`config.mk`:
```
export PLATFORM = sky130hd
export DESIGN_NAME = fdiv_sqrt_issue_arbiter
export DESIGN_NICKNAME = d
export VERILOG_FILES = /design/src/rtl/fdiv_sqrt_issue_arbiter.sv
export SDC_FILE = /design/constraint.sdc
export NUM_CORES = 1
export LEC_CHECK = 0
export ABC_AREA = 1
export BUFFER_PORTS_ARGS = -buffer_cell sky130_fd_sc_hd__buf_4
export CAP_MARGIN = 30
export CELL_PAD_IN_SITES_DETAIL_PLACEMENT = 0
export CELL_PAD_IN_SITES_GLOBAL_PLACEMENT = 1
export CORE_MARGIN = 2
export CORE_UTILIZATION = 31
export CTS_CLUSTER_DIAMETER = 30
export CTS_CLUSTER_SIZE = 14
export DETAILED_ROUTE_END_ITERATION = 10
export HOLD_SLACK_MARGIN = 0.15
export PLACE_DENSITY_LB_ADDON = 0.1
export SETUP_SLACK_MARGIN = 0.3
export SYNTH_ARGS = -nofsm -noshare
export SYNTH_HDL_FRONTEND = slang
export SYNTH_SLANG_ARGS = --single-unit
```
`constraint.sdc`:
```
create_clock -name clk -period 1.63 [get_ports clk]
set_input_delay 0.2445 -clock clk [delete_from_list [all_inputs] [get_ports clk]]
set_output_delay 0.2445 -clock clk [all_outputs]
set_load 0.01 [all_outputs]
```
`src/rtl/fdiv_sqrt_issue_arbiter.sv`:
```
// Round-robin issue arbiter that shares one iterative FP divide/sqrt unit between SMT threads.
// Latches the winner's operands, sequences start/kill/done and routes the result to its owner.
module fdiv_sqrt_issue_arbiter #(
    parameter int NUM_THREADS = 2,
    parameter int TID_W       = 1,
    parameter int TIMEOUT     = 64
) (
    input  logic                        clk,
    input  logic                        rst_n,
    input  logic [NUM_THREADS-1:0]      i_req,
    input  logic [NUM_THREADS-1:0]      i_req_is_sqrt,
    input  logic [NUM_THREADS*32-1:0]   i_req_lhs,
    input  logic [NUM_THREADS*32-1:0]   i_req_rhs,
    input  logic [NUM_THREADS*3-1:0]    i_req_rm,
    input  logic [NUM_THREADS-1:0]      i_flush,
    output logic [NUM_THREADS-1:0]      o_grant,
    output logic [NUM_THREADS-1:0]      o_resp_valid,
    output logic [31:0]                 o_resp_data,
    output logic [4:0]                  o_resp_fflags,
    output logic                        o_busy,
    output logic                        o_err_timeout,
    output logic                        o_unit_start,
    output logic                        o_unit_is_sqrt,
    output logic [31:0]                 o_unit_lhs,
    output logic [31:0]                 o_unit_rhs,
    output logic [2:0]                  o_unit_rm,
    output logic                        o_unit_kill,
    input  logic                        i_unit_done,
    input  logic [31:0]                 i_unit_result,
    input  logic [4:0]                  i_unit_fflags
);
    localparam int CNT_W = $clog2(TIMEOUT) + 1;

    typedef enum logic [1:0] {
        ST_IDLE = 2'd0,
        ST_BUSY = 2'd1,
        ST_RESP = 2'd2
    } state_t;

    state_t                 r_state;
    state_t                 w_state_nxt;
    logic [TID_W-1:0]       r_rr_ptr;
    logic [TID_W-1:0]       r_owner;
    logic [TID_W-1:0]       w_pick;
    logic                   w_pick_vld;
    logic                   w_owner_flush;
    logic                   w_launch;
    logic                   w_accept;
    logic                   w_kill_nxt;
    logic                   w_timeout_hit;
    logic [NUM_THREADS-1:0] w_elig;
    logic [NUM_THREADS-1:0] w_grant_nxt;
    logic [NUM_THREADS-1:0] w_resp_nxt;
    logic [CNT_W-1:0]       r_cnt;
    logic [NUM_THREADS-1:0] r_grant;
    logic [NUM_THREADS-1:0] r_resp_oh;
    logic [31:0]            r_resp_data;
    logic [4:0]             r_resp_fflags;
    logic                   r_err_timeout;
    logic                   r_unit_start;
    logic                   r_unit_kill;
    logic                   r_unit_is_sqrt;
    logic [31:0]            r_unit_lhs;
    logic [31:0]            r_unit_rhs;
    logic [2:0]             r_unit_rm;

    assign w_elig        = i_req & ~i_flush;
    assign w_owner_flush = i_flush[r_owner];

    // Round-robin search for the first eligible thread at or after r_rr_ptr
    always_comb begin
        int               v_idx;
        logic [TID_W-1:0] v_sel;
        w_pick     = '0;
        w_pick_vld = 1'b0;
        v_idx      = 0;
        v_sel      = '0;
        for (int i = 0; i < NUM_THREADS; i++) begin
            v_idx = (int'(r_rr_ptr) + i) % NUM_THREADS;
            v_sel = TID_W'(v_idx);
            if (!w_pick_vld && w_elig[v_sel]) begin
                w_pick_vld = 1'b1;
                w_pick     = v_sel;
            end else begin
                w_pick_vld = w_pick_vld;
            end
        end
    end

    // Next-state logic and next values of the pulsed outputs
    always_comb begin
        w_state_nxt   = r_state;
        w_grant_nxt   = '0;
        w_resp_nxt    = '0;
        w_kill_nxt    = 1'b0;
        w_timeout_hit = 1'b0;
        w_launch      = 1'b0;
        w_accept      = 1'b0;
        case (r_state)
            ST_IDLE: begin
                if (w_pick_vld) begin
                    w_state_nxt         = ST_BUSY;
                    w_launch            = 1'b1;
                    w_grant_nxt[w_pick] = 1'b1;
                end else begin
                    w_state_nxt = ST_IDLE;
                end
            end
            ST_BUSY: begin
                if (i_unit_done && !w_owner_flush) begin
                    w_state_nxt         = ST_RESP;
                    w_accept            = 1'b1;
                    w_resp_nxt[r_owner] = 1'b1;
                end else if (w_owner_flush) begin
                    // A flush racing the done pulse needs no kill: the unit is already idle
                    w_state_nxt = ST_IDLE;
                    w_kill_nxt  = !i_unit_done;
                end else if (r_cnt == CNT_W'(TIMEOUT - 1)) begin
                    w_state_nxt   = ST_IDLE;
                    w_kill_nxt    = 1'b1;
                    w_timeout_hit = 1'b1;
                end else begin
                    w_state_nxt = ST_BUSY;
                end
            end
            ST_RESP: begin
                w_state_nxt = ST_IDLE;
            end
            default: begin
                w_state_nxt = ST_IDLE;
            end
        endcase
    end

    // State register
    always_ff @(posedge clk or negedge rst_n) begin
        if (!rst_n) begin
            r_state <= ST_IDLE;
        end else begin
            r_state <= w_state_nxt;
        end
    end

    // Operand latch, owner/pointer bookkeeping, BUSY counter and registered outputs
    always_ff @(posedge clk or negedge rst_n) begin
        if (!rst_n) begin
            r_rr_ptr       <= '0;
            r_owner        <= '0;
            r_cnt          <= '0;
            r_grant        <= '0;
            r_resp_oh      <= '0;
            r_resp_data    <= 32'd0;
            r_resp_fflags  <= 5'd0;
            r_err_timeout  <= 1'b0;
            r_unit_start   <= 1'b0;
            r_unit_kill    <= 1'b0;
            r_unit_is_sqrt <= 1'b0;
            r_unit_lhs     <= 32'd0;
            r_unit_rhs     <= 32'd0;
            r_unit_rm      <= 3'd0;
        end else begin
            r_grant      <= w_grant_nxt;
            r_unit_start <= w_launch;
            r_unit_kill  <= w_kill_nxt;
            r_resp_oh    <= w_resp_nxt;
            if (w_timeout_hit) begin
                r_err_timeout <= 1'b1;
            end else begin
                r_err_timeout <= r_err_timeout;
            end
            if (w_launch) begin
                r_owner        <= w_pick;
                r_rr_ptr       <= TID_W'((int'(w_pick) + 1) % NUM_THREADS);
                r_cnt          <= '0;
                r_unit_is_sqrt <= i_req_is_sqrt[w_pick];
                r_unit_lhs     <= i_req_lhs[32*w_pick +: 32];
                r_unit_rhs     <= i_req_is_sqrt[w_pick] ? 32'd0 : i_req_rhs[32*w_pick +: 32];
                r_unit_rm      <= i_req_rm[3*w_pick +: 3];
            end else if (r_state == ST_BUSY) begin
                r_cnt <= r_cnt + {{(CNT_W-1){1'b0}}, 1'b1};
            end else begin
                r_cnt <= r_cnt;
            end
            if (w_accept) begin
                r_resp_data   <= i_unit_result;
                r_resp_fflags <= i_unit_fflags;
            end else begin
                r_resp_data   <= r_resp_data;
                r_resp_fflags <= r_resp_fflags;
            end
        end
    end

    // A flush of the owner in its response cycle must still cancel the response
    assign o_resp_valid   = r_resp_oh & ~i_flush;
    assign o_grant        = r_grant;
    assign o_resp_data    = r_resp_data;
    assign o_resp_fflags  = r_resp_fflags;
    assign o_busy         = (r_state != ST_IDLE);
    assign o_err_timeout  = r_err_timeout;
    assign o_unit_start   = r_unit_start;
    assign o_unit_kill    = r_unit_kill;
    assign o_unit_is_sqrt = r_unit_is_sqrt;
    assign o_unit_lhs     = r_unit_lhs;
    assign o_unit_rhs     = r_unit_rhs;
    assign o_unit_rm      = r_unit_rm;

endmodule

```
Word level (Yosys, flattened, before mapping)
Index checks and enable logic that the tools add are counted.
Operators by class
  add/subtract/negate cells: 3
  bitwise gates (word level): 3
  equality and inequality tests: 2
  $mul: 1
  shift-type cells: 3
  mux-type cells: 39
  $lt $le $gt $ge: 6
  reduce and logical (&&, ||, !) cells: 10
Operator list (number)
  $shiftx 64x7->32: 2
  $mux 32: 1
  $mux 1: 28
  $mux 7: 2
  $mux 2: 5
  $lt 1x2->1 const B: 4
  $add 7x1->7 const B: 1
  $eq 7x6->1 const B: 1
  $shiftx 6x4->3: 1
  $and 2x2->2: 2
  $logic_and 1x1->1: 4
  $pmux 2 s2: 1
  $reduce_bool 2->1: 2
  $logic_not 1->1: 3
  $mul 2x1->3 const A: 1
  $add 1x1->1 const B: 2
  $demux 1 s1: 2
  $eq 2x1->1 const B: 1
  $ge 1x1->1 const B: 2
  $logic_not 2->1: 1
  $not 2->2: 1
Word-level totals
  output and inout port bits: 113
  word-level logic and storage cells: 82
  input port bits: 180
  bits in registers: 123

Depth between registers and ports, before layout
  depth after elaboration: 14
  gate-level depth with buffers: 9
  depth with buffers taken out: 8

Worst setup path before layout
OpenSTA, ideal clock, no wires.
  kind: register to register
  start: register r_state[1]
  end: register r_resp_data[13], in the netlist o_resp_data[13]
  arrival time: 1.202 ns
  setup slack: 0.311 ns
  buffers on the path: 2
  cell stages (with the launch flop): 9
  library setup time: 0.116 ns
  clock period less this slack: 1.319 ns
  data required time: 1.514 ns
  cell sequence: dfrtp_1 inv_1 nand2_1 inv_1 nand3_1 buf_2 buf_4 nand2_1 nand2_1
Between the ends
  longest elaborated chain between the ends: 2
Ends and longest elaborated chain
  from (decl): RTL line 40  | state_t r_state;
  from (signal assigned): RTL line 140  | r_state <= w_state_nxt;
  $eq 2x1->1: RTL line 99  | case (r_state)
  $mux 1: RTL line 99
  to (signal assigned): RTL line 185  | r_resp_data <= i_unit_result;
  to (signal assigned): RTL line 188  | r_resp_data <= r_resp_data;
  to (decl): RTL line 57  | logic [31:0] r_resp_data;
Every way passes these cells.
A chain may end at the register's enable or synchronous reset.

Final worst setup path
  start: register r_owner
  end: register r_resp_data[16], in the netlist o_resp_data[16]
Between the ends
  longest elaborated chain between the ends: 6
Ends and longest elaborated chain
  from (decl): RTL line 43  | logic [TID_W-1:0] r_owner;
  from (signal assigned): RTL line 172  | r_owner <= w_pick;
  $mux 1 (implied by the code) (2 in a row): RTL line 68  | assign w_owner_flush = i_flush[r_owner];
  $logic_not 1->1: RTL line 110  | if (i_unit_done && !w_owner_flush) begin
  $logic_and 1x1->1: RTL line 110
  $mux 1: RTL line 110
  $mux 1: RTL line 99
Every way passes these cells. The select of a mux whose other input is x is not followed.

==> impl_table.tex <==
\begin{tabular}{lr}
\hline
Metric & Value \\
\hline
\multicolumn{2}{l}{\textbf{Status}} \\
\quad Status & complete, no violations \\
\multicolumn{2}{l}{\textbf{Floorplanning}} \\
\quad Core Region & 18,000 sq um \\
\quad Die Footprint & 19,400 sq um \\
\quad Number of placement rows & 49 \\
\quad Y dimension of the die & 139 microns \\
\quad Count of boundary I/O pins & 293 \\
\quad Initial Util & 31.6\% \\
\quad Width of the die & 139 microns \\
\multicolumn{2}{l}{\textbf{Global routing}} \\
\quad Global-route wire length before repair & 33,200 microns \\
\quad Via count of the first global-routing pass & 6,486 \\
\quad Largest net degree at the start of global routing & 40 \\
\quad Grt total ovfl & 0 \\
\quad Initial antenna violation count & 0 \\
\quad Total global-route track usage & 21.5\% \\
\multicolumn{2}{l}{\textbf{CTS}} \\
\quad CTS H-Tree Depth & 4 \\
\quad Number of buffers on the longest clock path & 2 \\
\quad Clock-pin transition on the worst setup and hold timing paths & 0.06 ns \\
\quad Clock root buffer & sky130\_fd\_sc\_hd\_\_clkbuf\_16 \\
\quad \# clock sinks & 123 \\
\quad Clock tree from TritonCTS & yes \\
\quad Number of CTS-inserted buffers & 17 \\
\quad Clk Latency, worst-skew pair & 0.42 ns \\
\multicolumn{2}{l}{\textbf{STA}} \\
\quad Number of hold violations in the final report & 0 \\
\quad Setup TNS Final & 0 ns \\
\quad Relative max-transition margin & 68.4\% \\
\quad Measured slew at the worst slew-check pin & 0.474 ns \\
\quad Peak Freq & 0.696 GHz \\
\quad Final Critical Period & 1.44 ns \\
\quad Worst clock skew & 0.00447 ns \\
\quad Part of the cycle the worst path needs & 88.2\% \\
\quad Setup violation total in the final timing report & 0 \\
\quad Number of pins exceeding their max-slew limit in the final report & 0 \\
\quad RSZ-0062 raised after global routing & true \\
\multicolumn{2}{l}{\textbf{Route}} \\
\quad Number of vias after detailed routing & 6,567 \\
\quad Iteration-0 DRC count of the detailed router & 276 \\
\quad Drt total wl & 23,200 microns \\
\quad Routed WL per cell & 15.9 microns \\
\quad Number of detailed-route iterations in the first pass & 5 \\
\quad Via-per-instance ratio & 4.50 \\
\quad Final ANT Viol Nets & 0 \\
\quad Total DRC errors in the routed layout & 0 \\
\multicolumn{2}{l}{\textbf{Synth}} \\
\quad Synthesized instance count & 755 \\
\quad Mean instance size in the synthesized netlist & 7.51 sq um \\
\quad Cell variety after synth & 24 \\
\quad Fraction of the yosys area taken by sequential cells & 54.3\% \\
\quad Total of flip-flops plus latches after synthesis & 123 \\
\quad Synthesized netlist net count & 936 \\
\quad Cell area after technology mapping & 5670 sq um \\
\quad Yosys warning count & 0 \\
\multicolumn{2}{l}{\textbf{Worst setup path}} \\
\quad Start point of the critical path & r\_owner \\
\quad Slack of the worst reg-to-reg path & 0.19 ns \\
\quad Maximum fanout count along the critical path & 8 \\
\quad Termination of the worst setup path & o\_resp\_data[16] \\
\quad Endpoint kind of the worst setup timing path & register \\
\quad Endpoint of the worst register-to-register path & o\_resp\_data[16] \\
\quad Data arrival time at the worst-slack endpoint & 1.81 ns \\
\quad Source of the worst register-to-register timing path & r\_owner \\
\quad R2R cell count & 8 \\
\quad Setup crit start kind & register \\
\quad Worst setup path class & reg2reg \\
\quad CP required & 2.00 ns \\
\multicolumn{2}{l}{\textbf{Cells and area}} \\
\quad Most common library cell in the layout ignoring fill and taps & sky130\_fd\_sc\_hd\_\_nand2\_1 \\
\quad Share of final-layout standard cells stronger than drive strength 1 & 39.0\% \\
\quad NumNets Final & 1,399 \\
\quad Area Growth Syn to Fin & 97.9\% \\
\quad Commonest cells after routing, fill and taps aside & 361 x sky130\_fd\_sc\_hd\_\_nand2\_1, 309 x sky130\_fd\_sc\_hd\_\_buf\_4, 127 x sky130\_fd\_sc\_hd\_\_dlygate4sd3\_1 \\
\quad Post-layout utilization of the core & 62.5\% \\
\quad Antenna Cells & 0 \\
\multicolumn{2}{l}{\textbf{Power}} \\
\quad Maximum resistive drop on vdd & 804 uV \\
\quad Static leakage power & 6.18 nW \\
\quad Pwr Density & 1310 nW/um\^{}2 \\
\multicolumn{2}{l}{\textbf{Run}} \\
\quad Total of max-cap violations & 0 \\
\multicolumn{2}{l}{\textbf{Worst hold path}} \\
\quad Class of the worst hold path & in2reg \\
\multicolumn{2}{l}{\textbf{Placed design}} \\
\quad Routability congestion estimate from global placement & 0.776 \\
\quad Port Buffers & 292 \\
\quad HPWL reported at the end of detailed placement & 13,600 microns \\
\hline
\end{tabular}
worst min-delay path by stage:
stage / endpoint / cells after the start / slack, ns / startpoint
floorplan: o_err_timeout / 0 / -0.05 / rst_n
global placement: o_unit_rhs[7] / 1 / 0.24 / rst_n
detailed placement: o_unit_rhs[7] / 1 / 0.23 / rst_n
CTS: o_unit_rhs[8] / 5 / 0.15 / i_req_rhs[8]
global route: o_unit_rhs[18] / 5 / 0.17 / i_req_rhs[18]
finish: o_unit_rhs[18] / 5 / 0.15 / i_req_rhs[18]
state kept, by name (all words and copies together) (netlist names), 2 cells and up:
| register | count |
|---|---|
| o_grant | 2 |
| o_resp_data | 32 |
| o_resp_fflags | 5 |
| o_unit_lhs | 32 |
| o_unit_rhs | 32 |
| o_unit_rm | 3 |
| r_cnt | 7 |
| r_resp_oh | 2 |
| r_state | 2 |
cell usage after synthesis:
cell / count / area share (%)
sky130_fd_sc_hd__nand4_1: 1 / 0.11
sky130_fd_sc_hd__buf_1: 2 / 0.13
sky130_fd_sc_hd__nor2_1: 13 / 0.86
sky130_fd_sc_hd__dfrtp_1: 123 / 54
sky130_fd_sc_hd__nand2_4: 1 / 0.20
sky130_fd_sc_hd__o21ai_1: 1 / 0.088
sky130_fd_sc_hd__o21ai_0: 6 / 0.53
sky130_fd_sc_hd__buf_2: 17 / 1.5
sky130_fd_sc_hd__clkbuf_1: 11 / 0.73
sky130_fd_sc_hd__nand2_2: 1 / 0.11
sky130_fd_sc_hd__inv_1: 47 / 3.1
sky130_fd_sc_hd__clkinv_1: 6 / 0.40
sky130_fd_sc_hd__nor3_1: 1 / 0.088
sky130_fd_sc_hd__a21oi_1: 4 / 0.35
sky130_fd_sc_hd__ha_1: 1 / 0.22
sky130_fd_sc_hd__o21ai_2: 1 / 0.15
sky130_fd_sc_hd__buf_4: 7 / 0.93
sky130_fd_sc_hd__nor2_4: 2 / 0.40
sky130_fd_sc_hd__nand3_2: 1 / 0.18
sky130_fd_sc_hd__nand2_1: 431 / 29
sky130_fd_sc_hd__inv_2: 2 / 0.13
sky130_fd_sc_hd__a21boi_0: 1 / 0.13
sky130_fd_sc_hd__nand3_1: 74 / 6.5
sky130_fd_sc_hd__a21oi_4: 1 / 0.29
critical path, cell delays in order (launching register included):
cell and delay (ns):
sky130_fd_sc_hd__dfrtp_1 0.38, sky130_fd_sc_hd__inv_2 0.11, sky130_fd_sc_hd__nand2_2 0.08, sky130_fd_sc_hd__o21ai_4 0.08
sky130_fd_sc_hd__nand3_4 0.23, sky130_fd_sc_hd__clkinv_8 0.18, sky130_fd_sc_hd__clkbuf_16 0.20, sky130_fd_sc_hd__nand2_4 0.05
sky130_fd_sc_hd__nand2_2 0.05
stage by stage:
stage | power (mW) | hold slack [ns] | cells | instance area (sq um) | worst slack [ns]
floorplan | 6.93 | -0.0511 | 755 | 5670 | 0.311
global placement | 9.72 | 0.241 | 1264 | 8300 | 0.140
detailed placement | 9.73 | 0.230 | 1264 | 8300 | 0.132
CTS | 14.1 | 0.152 | 1427 | 10300 | 0.200
global route | 15.6 | 0.168 | 1460 | 11200 | 0.119
finish | 14.7 | 0.153 | 1460 | 11200 | 0.192
where the power goes:
part	internal (mW)	leakage [nW]	total (mW)	switching, mW
sequential	4.15	1.55	4.82	0.670
combinational	3.03	4.34	5.95	2.92
clock	2.45	0.289	3.92	1.47
total	9.62	6.18	14.7	5.07
layer usage:
| layer | vias to the layer above | global-route usage (%) | routed length (microns) |
|---|---|---|---|
| met4 | 0 | 8.19 | 674 |
| met1 | 3044 | 26.2 | 9560 |
| met2 | 250 | 35.9 | 11400 |
| li1 | 3230 | - | - |
| met3 | 43 | 6.30 | 1600 |
| met5 | - | 0 | 0 |
cells by family after synthesis:
kind of cell    after synthesis  synth area share [%]
simple gates                525                  37.0
flops                       123                  54.3
buf+inv                      92                  6.93
compound gates               14                  1.55
fa+ha+maj                     1                 0.221
repair_timing:
item                                   in CTS  in global routing
gates cloned                                2                 21
setup buffers                               2                 12
pin swaps                                   1                 35
hold buffers                              127                  0
endpoints found under the hold margin     177                  0
setup endpoints to repair                 117                118
gates resized for setup                    13                128
area by class of cell:
type	count	area, sq um
Clock buffer	18	439
Clock inverter	14	170
Fill cell	1554	6740
Inverter	55	219
Multi-Input combinational cell	540	2570
Sequential cell	123	3080
Tap cell	229	287
Timing Repair Buffer	481	4460
Note: power is estimated with default switching activity, not from simulation.
